===== config.mk =====
export PLATFORM = sky130hd
export DESIGN_NAME = if_stage
export DESIGN_NICKNAME = d
export VERILOG_FILES = /design/src/rtl/if_stage.sv
export SDC_FILE = /design/constraint.sdc
export NUM_CORES = 1
export LEC_CHECK = 0
export ABC_CLOCK_PERIOD_IN_PS = 5300
export CAP_MARGIN = 15
export CELL_PAD_IN_SITES_DETAIL_PLACEMENT = 0
export CELL_PAD_IN_SITES_GLOBAL_PLACEMENT = 1
export CORE_ASPECT_RATIO = 0.6
export CORE_MARGIN = 10
export CORE_UTILIZATION = 30
export CTS_CLUSTER_SIZE = 28
export DETAILED_ROUTE_END_ITERATION = 10
export DONT_BUFFER_PORTS = 1
export PLACE_DENSITY = 0.6
export SLEW_MARGIN = 30
export SYNTH_ARGS = -nofsm -noshare
export SYNTH_HDL_FRONTEND = slang
export SYNTH_SLANG_ARGS = --single-unit

===== constraint.sdc =====
create_clock -name clk -period 5.3 [get_ports clk]
set_clock_uncertainty 0.15 [all_clocks]
set_input_delay 0.53 -clock clk [delete_from_list [all_inputs] [get_ports clk]]
set_output_delay 0.53 -clock clk [all_outputs]
set_load 0.02 [all_outputs]

===== src/rtl/if_stage.sv =====
// Instruction fetch stage: fetches one word per IF strobe over a req/ack bus,
// with a one-entry last-fetch buffer, range check and ack timeout.
module if_stage #(
  parameter logic [29:0] IMEM_BASE  = 30'h0000_0000,
  parameter logic [29:0] IMEM_WORDS = 30'd16384,
  parameter logic [3:0]  TIMEOUT    = 4'd15
) (
  input  logic        clk,
  input  logic        rst_n,
  input  logic        cpu_start,
  input  logic        cpu_stat_if,
  input  logic [31:2] pc,
  input  logic        fence_i,
  input  logic        imem_wr,
  output logic        i_req,
  output logic [31:2] i_adr,
  input  logic        i_ack,
  input  logic [31:0] i_rdata,
  output logic [31:0] inst_id,
  output logic [31:2] pc_id,
  output logic        if_done,
  output logic        if_fault,
  output logic        if_busy
);

  localparam logic [31:0] NOP = 32'h0000_0013;

  typedef enum logic [1:0] {S_IDLE, S_WAIT, S_DONE} state_t;

  state_t      state_q, state_d;
  logic        i_req_q, i_req_d;
  logic [31:2] i_adr_q, i_adr_d;
  logic [31:0] inst_q, inst_d;
  logic [31:2] pc_id_q, pc_id_d;
  logic        done_q, done_d;
  logic        fault_q, fault_d;
  logic        busy_q, busy_d;
  logic [3:0]  cnt_q, cnt_d;
  logic        buf_valid_q, buf_valid_d;
  logic [31:2] buf_adr_q, buf_adr_d;
  logic [31:0] buf_data_q, buf_data_d;

  // 31-bit compare so BASE+WORDS cannot wrap past the top of the address space.
  logic [30:0] pc_ext, base_ext, lim_ext;
  logic        out_of_range, buf_hit;

  assign pc_ext       = {1'b0, pc};
  assign base_ext     = {1'b0, IMEM_BASE};
  assign lim_ext      = base_ext + {1'b0, IMEM_WORDS};
  assign out_of_range = (pc_ext < base_ext) || (pc_ext >= lim_ext);
  assign buf_hit      = buf_valid_q && (pc == buf_adr_q);

  always_comb begin
    state_d     = state_q;
    i_req_d     = i_req_q;
    i_adr_d     = i_adr_q;
    inst_d      = inst_q;
    pc_id_d     = pc_id_q;
    done_d      = 1'b0;
    fault_d     = 1'b0;
    cnt_d       = cnt_q;
    buf_valid_d = buf_valid_q;
    buf_adr_d   = buf_adr_q;
    buf_data_d  = buf_data_q;

    if (cpu_start) begin
      state_d = S_IDLE;
      i_req_d = 1'b0;
      cnt_d   = 4'd0;
    end else begin
      case (state_q)
        S_IDLE: begin
          if (cpu_stat_if) begin
            if (out_of_range) begin
              state_d = S_DONE;
              inst_d  = NOP;
              pc_id_d = pc;
              done_d  = 1'b1;
              fault_d = 1'b1;
            end else if (buf_hit) begin
              state_d = S_DONE;
              inst_d  = buf_data_q;
              pc_id_d = pc;
              done_d  = 1'b1;
            end else begin
              state_d = S_WAIT;
              i_req_d = 1'b1;
              i_adr_d = pc;
              cnt_d   = 4'd0;
            end
          end
        end
        S_WAIT: begin
          if (i_ack && i_req_q) begin
            state_d     = S_DONE;
            inst_d      = i_rdata;
            pc_id_d     = i_adr_q;
            buf_adr_d   = i_adr_q;
            buf_data_d  = i_rdata;
            buf_valid_d = 1'b1;
            i_req_d     = 1'b0;
            done_d      = 1'b1;
          end else if (cnt_q == TIMEOUT) begin
            state_d = S_DONE;
            i_req_d = 1'b0;
            inst_d  = NOP;
            pc_id_d = i_adr_q;
            done_d  = 1'b1;
            fault_d = 1'b1;
          end else begin
            cnt_d = cnt_q + 4'd1;
          end
        end
        S_DONE:  state_d = S_IDLE;
        default: state_d = S_IDLE;
      endcase
    end

    // Invalidate beats a same-cycle capture so stale code is never served.
    if (fence_i || imem_wr) buf_valid_d = 1'b0;

    busy_d = (state_d != S_IDLE);
  end

  always_ff @(posedge clk or negedge rst_n) begin
    if (!rst_n) begin
      state_q     <= S_IDLE;
      i_req_q     <= 1'b0;
      i_adr_q     <= '0;
      inst_q      <= NOP;
      pc_id_q     <= '0;
      done_q      <= 1'b0;
      fault_q     <= 1'b0;
      busy_q      <= 1'b0;
      cnt_q       <= 4'd0;
      buf_valid_q <= 1'b0;
      buf_adr_q   <= '0;
      buf_data_q  <= '0;
    end else begin
      state_q     <= state_d;
      i_req_q     <= i_req_d;
      i_adr_q     <= i_adr_d;
      inst_q      <= inst_d;
      pc_id_q     <= pc_id_d;
      done_q      <= done_d;
      fault_q     <= fault_d;
      busy_q      <= busy_d;
      cnt_q       <= cnt_d;
      buf_valid_q <= buf_valid_d;
      buf_adr_q   <= buf_adr_d;
      buf_data_q  <= buf_data_d;
    end
  end

  assign i_req    = i_req_q;
  assign i_adr    = i_adr_q;
  assign inst_id  = inst_q;
  assign pc_id    = pc_id_q;
  assign if_done  = done_q;
  assign if_fault = fault_q;
  assign if_busy  = busy_q;

endmodule


# Yosys cells after proc, flatten, opt, wreduce, memory -nomap -nowiden
# Cells that the tools add are included.
totals:
  inputBits: 69
  wordCells: 96
  memories: 0
  output_inout_bits: 96
  latchBits: 0
  ramBits: 0
  ff_bits: 165
  mem_bits_ro: 0
op_classes:
  bitwise: 3
  eq_ne: 13
  add_sub_neg: 1
  order_cmp: 2
  n_shift: 0
  n_reduce_logical: 16
  mul: 0
  n_mux: 49
  div: 0
ops:
  columns: ["operator", "count"]
  rows:
  - ["32-bit 2-to-1 mux", 5]
  - ["30-bit 2-to-1 mux", 5]
  - ["32-bit one-hot mux with 2 select lines", 1]
  - ["30-bit one-hot mux with 2 select lines", 1]
  - ["30-bit == test", 1]
  - ["30-bit by 15-bit >= comparator with 1-bit output, second input constant", 1]
  - ["30-bit by 1-bit less-than comparator with 1-bit output, second input constant", 1]
  - ["4-bit 2-to-1 mux", 6]
  - ["3-bit != test, second input constant", 7]
  - ["1-bit 2-to-1 mux", 20]
  - ["5-bit AND reduction", 3]
  - ["2-bit 2-to-1 mux", 6]
  - ["4-bit one-hot mux with 2 select lines", 1]
  - ["2-bit nonzero test", 4]
  - ["1-bit one-hot mux with 2 select lines", 3]
  - ["3-bit AND reduction", 2]
  - ["6-bit AND reduction", 1]
  - ["4-bit by 1-bit adder with 4-bit output, second input constant", 1]
  - ["4-bit == test, second input constant", 1]
  - ["4-bit != test, second input constant", 1]
  - ["2-bit one-hot mux with 2 select lines", 1]
  - ["1-bit NOT", 3]
  - ["3-bit nonzero test", 1]
  - ["2-bit by 1-bit == test with 1-bit output, second input constant", 1]
  - ["other kinds (5)", 7]

# Depth between registers and ports, before layout
logic_depth:
  ltp_word: 8
  ltp_mapped: 8
  depth_no_buf: 6

# Worst setup path after synthesis
# OpenSTA, ideal clock, no wires.
synth_path:
  kind: "input -> register"
  startpoint: "input port pc[30] in the netlist's numbering"
  endpoint: "register inst_q[23], in the netlist inst_id[23]"
  path_stages: 7
  setup_time_ns: 0.125
  arrival_ns: 2.122
  setup_slack_ns: 2.903
  n_path_buf: 1
  required_time_ns: 5.025
  path_cell_list: "xnor2_1 -> nand4_1 -> nor4_2 -> a21oi_2 -> o21ai_4 -> buf_8 -> mux2_2"
synth_between:
  elab_chain_len: 5
  word_cells_on_any_way: 10
  cone_classes: "2 x order compare; 2 x eq/ne; 3 x mux; 3 x reduce/logical"
synth_lines:
  columns: ["element", "line_no", "source"]
  rows:
  - ["start: declaration", "12", "input logic [31:2] pc,"]
  - ["30-bit by 1-bit less-than comparator with 1-bit output or 30-bit by 15-bit >= comparator with 1-bit output (tied branches)", "50", "assign out_of_range = (pc_ext < base_ext) || (pc_ext >= lim_ext);"]
  - ["1-bit logical OR", "50", null]
  - ["32-bit 2-to-1 mux", "74", "if (out_of_range) begin"]
  - ["32-bit 2-to-1 mux", "73", "if (cpu_stat_if) begin"]
  - ["32-bit one-hot mux with 2 select lines", "71", "case (state_q)"]
  - ["end signal: assignment", "143", "inst_q <= inst_d;"]
  - ["end: declaration", "33", "logic [31:0] inst_q, inst_d;"]
# Several ways; a longest one is shown, not always the timed one. The select of a mux whose other input is x is not followed.
# A chain may end at the register's enable or synchronous reset.

# Final worst setup path
layout_path:
  startpoint: "register buf_adr_q[14] in the netlist's numbering"
  endpoint: "register inst_q[26], in the netlist inst_id[26]"
layout_between:
  elab_chain_len: 4
layout_lines:
  columns: ["element", "line_no", "source"]
  rows:
  - ["start: declaration", "40", "logic [31:2] buf_adr_q, buf_adr_d;"]
  - ["start signal: assignment", "150", "buf_adr_q <= buf_adr_d;"]
  - ["30-bit == test", "51", "assign buf_hit = buf_valid_q && (pc == buf_adr_q);"]
  - ["1-bit logical AND", "51", null]
  - ["3-bit != test (no source line)", null, null]
  - ["5-bit AND reduction (no source line)", null, null]
# No other way between the ends.

==> run_results.csv <==
group,metric,value,unit
outcome,status,"finished with violations",
outcome,violations,"negative hold slack",
global_routing,antenna_found_initial,0,
setup_path,crit_required,5.47,ns
cells_and_area,final.fill_count,2444,
clock_network,ctsHoldBuffers,4,
die,dieArea,0.0320,mm^2
job,cap_violations,0,
setup_path,cpLargestDelayFamily,"compound AO/OA/AOI/OAI gates",
drt,drtPass1Iterations,5,
global_routing,grt-busiest-layer,"met1",
synthesis,synthTopCellsByCount,"203 x nand2_1, 162 x dfrtp_1, 56 x a22o_1",
setup_path,critPathLaunchType,"register",
drt,vias,5004,
synthesis,synth_seq_cells,165,
clock_network,worst_skew_pair.late_latency,0.44,ns
setup_path,crit_path_end_kind,"register",
setup_path,slowest_delay,0.70,ns
place,place_congestion,0.793,
die,dieHeight,143,um
power_and_ir_drop,finalPower,2.81,mW
synthesis,synth.most_common_cell,"nand2_1",
clock_network,clkSinkCount,165,
place,dp.final_hpwl,15600,um
setup_path,crit_chain,"xnor2_1 > nand4_1 > nor4_4 > a21oi_2 > o21ai_4 > buf_12 > mux2_2",
drt,ant_nets,0,
timing,rsz0062_at_grt,"no",
timing,tightest_slew,0.932,ns
setup_path,path_max_fanout,48,
cells_and_area,diodes,0,
die,die_x,224,um
synthesis,syn_area,0.00752,mm^2
drt,via_per_inst,5.04,
timing,slew_violations,0,
setup_path,crit_slowest_cell,"o21ai_4",
cells_and_area,syn_to_final_growth,12.7,%
drt,wire_per_inst,22.1,um
place,postPlaceCellArea,0.00783,mm^2
cells_and_area,multi_input_area,0.00320,mm^2
global_routing,use_met3,5.30,%
synthesis,avgSynthCellArea,11.4,um^2
synthesis,synthCells,662,
synthesis,ys_types,41,
clock_network,cts_max_level,4,
power_and_ir_drop,p_per_area,332,mW/mm^2
die,rows,44,
global_routing,grt-ovfl-total,0,
place,numPortBuffers,0,
global_routing,grt_pass1_wl,33400,um
timing,fmax,0.286,GHz
timing,setup_viol,0,
global_routing,grt_use_total,13.9,%
global_routing,grt_use_met1,19.3,%
synthesis,synth_top_cell_area_share,53.9,%
synthesis,synth_edf_count,0,
setup_path,cp_num_buf_inv,1,
setup_path,path_class,"reg2reg",
synthesis,async_flop_share,100,%
hold_path,hp-class,"in2async",
timing,slew_headroom,37.8,%
die,core,0.0244,mm^2
drt,drcViolationCount,0,
cells_and_area,nets,727,
synthesis,synth_nets,732,
timing,finalHoldViolations,34,
clock_network,cts-resized-gates,0,
clock_network,cts_max_path_buffers,2,
cells_and_area,drive_gt1_share,18.7,%
clock_network,post-cts-setup-buffer-count,0,
global_routing,grt_pass1_vias,5074,
die,ios,165,
setup_path,r2r_slack,1.80,ns
drt,wl,21900,um
die,initial_core_util,30.8,%
clock_network,clkTransAtPathRegs,0.07,ns
synthesis,netlist.top_cell.by_area,"dfrtp_1",
setup_path,crit_arrival,3.68,ns
global_routing,met2_usage,19.0,%
clock_network,cts_root_buf,"clkbuf_16",
timing,hold_ws,-0.120,ns
synthesis,synth_flop_cell,"dfrtp_1",
timing,fin_tns_setup,0,ns
synthesis,netlist_top_cells_area,"dfrtp_1 54%, nand2_1 10%, mux2_4 10%",
cells_and_area,stdcell_area,0.00847,mm^2
synthesis,ys.warnings.count,0,
power_and_ir_drop,vdd_ir_drop_max,0.000164,V
power_and_ir_drop,power_leakage,4.08,nW
drt,drtIter0Drc,468,
timing,post-route-period-util,66.1,%
cells_and_area,regArea,0.00413,mm^2
synthesis,yosysSeqAreaShare,55.0,%
timing,finalCriticalPeriod,3.50,ns
clock_network,cts_buffers,17,
clock_network,cts_tree,"built",
cells_and_area,finish.utilization,34.7,%
global_routing,grt_max_degree,166,
==> final timing paths <==
kind,from,end,cells past startpoint
worst min-delay path,rst_n,pc_id[25],1
worst min register to register,buf_data_q[9],buf_data_q[9],2
worst max-delay path,buf_adr_q[14],inst_id[26],7
max in group asynchronous,rst_n,i_adr[25],1
worst max register to register,buf_adr_q[14],inst_id[26],7
min in group clk,i_rdata[1],buf_data_q[1],2
==> layout make-up <==
cell class / instances / share of cell area, %
timing repair buffer: 13 / 1.71
tap: 322 / 4.76
clock inverter: 12 / 1.39
sequential: 165 / 48.8
clock buffer: 20 / 5.51
multi-input combinational: 457 / 37.7
inverter: 3 / 0.133
==> state kept, by name, summed over array words and instances (netlist names) <==
register     cells
i_req            1
inst_id         32
pc_id           30
cnt_q            4
i_adr           30
state_q          2
if_busy          1
if_fault         1
buf_data_q      32
buf_adr_q       30
if_done          1
buf_valid_q      1
==> kinds of logic (layout without fill, tap and decap cells) <==
group / Yosys count / count (layout) / synth area share (%)
buffers and inverters: 40 / 48 / 2.98
AO/OA/AOI/OAI: 82 / 82 / 8.95
flip-flops: 165 / 165 / 55.0
adder cells (fa/ha/maj): 1 / 1 / 0.166
XOR/XNOR: 32 / 32 / 3.73
multiplexers: 76 / 76 / 13.8
AND/OR/NAND/NOR: 266 / 266 / 15.4
==> routing by layer <==
layer,wire length (um),vias to the layer above
met3,1870,25
met1,10500,2538
met4,431,0
li1,-,2271
met2,9150,170
met5,0,-
==> layout by cell type, fill, tap and decap left out, drive strengths merged, types with 7 or more instances in the layout <==
master / Yosys / layout
clkbuf: 21 / 20
nor4: 8 / 8
a22o: 56 / 56
nor2: 7 / 7
nand2: 203 / 203
nand4: 16 / 16
nor2b: 17 / 17
buf: 16 / 10
inv: 3 / 7
mux2: 73 / 73
xnor2: 31 / 31
dfrtp: 162 / 162
==> power breakdown <==
group          switching (mW)  total, mW  leakage (nW)  internal, mW
combinational          0.0792      0.166          1.57        0.0867
clock                   0.549       1.24         0.288         0.691
sequential             0.0994       1.40          2.22          1.30
total                   0.728       2.81          4.08          2.08
==> through the flow <==
stage / instances / setup WS, ns
2_1_floorplan: 662 / 2.90
3_3_place_gp: 955 / 1.75
3_5_place_dp: 956 / 1.75
4_1_cts: 992 / 1.85
5_1_grt: 992 / 1.69
6_report: 992 / 1.80
No activity file was read; power rests on OpenSTA's default activity.
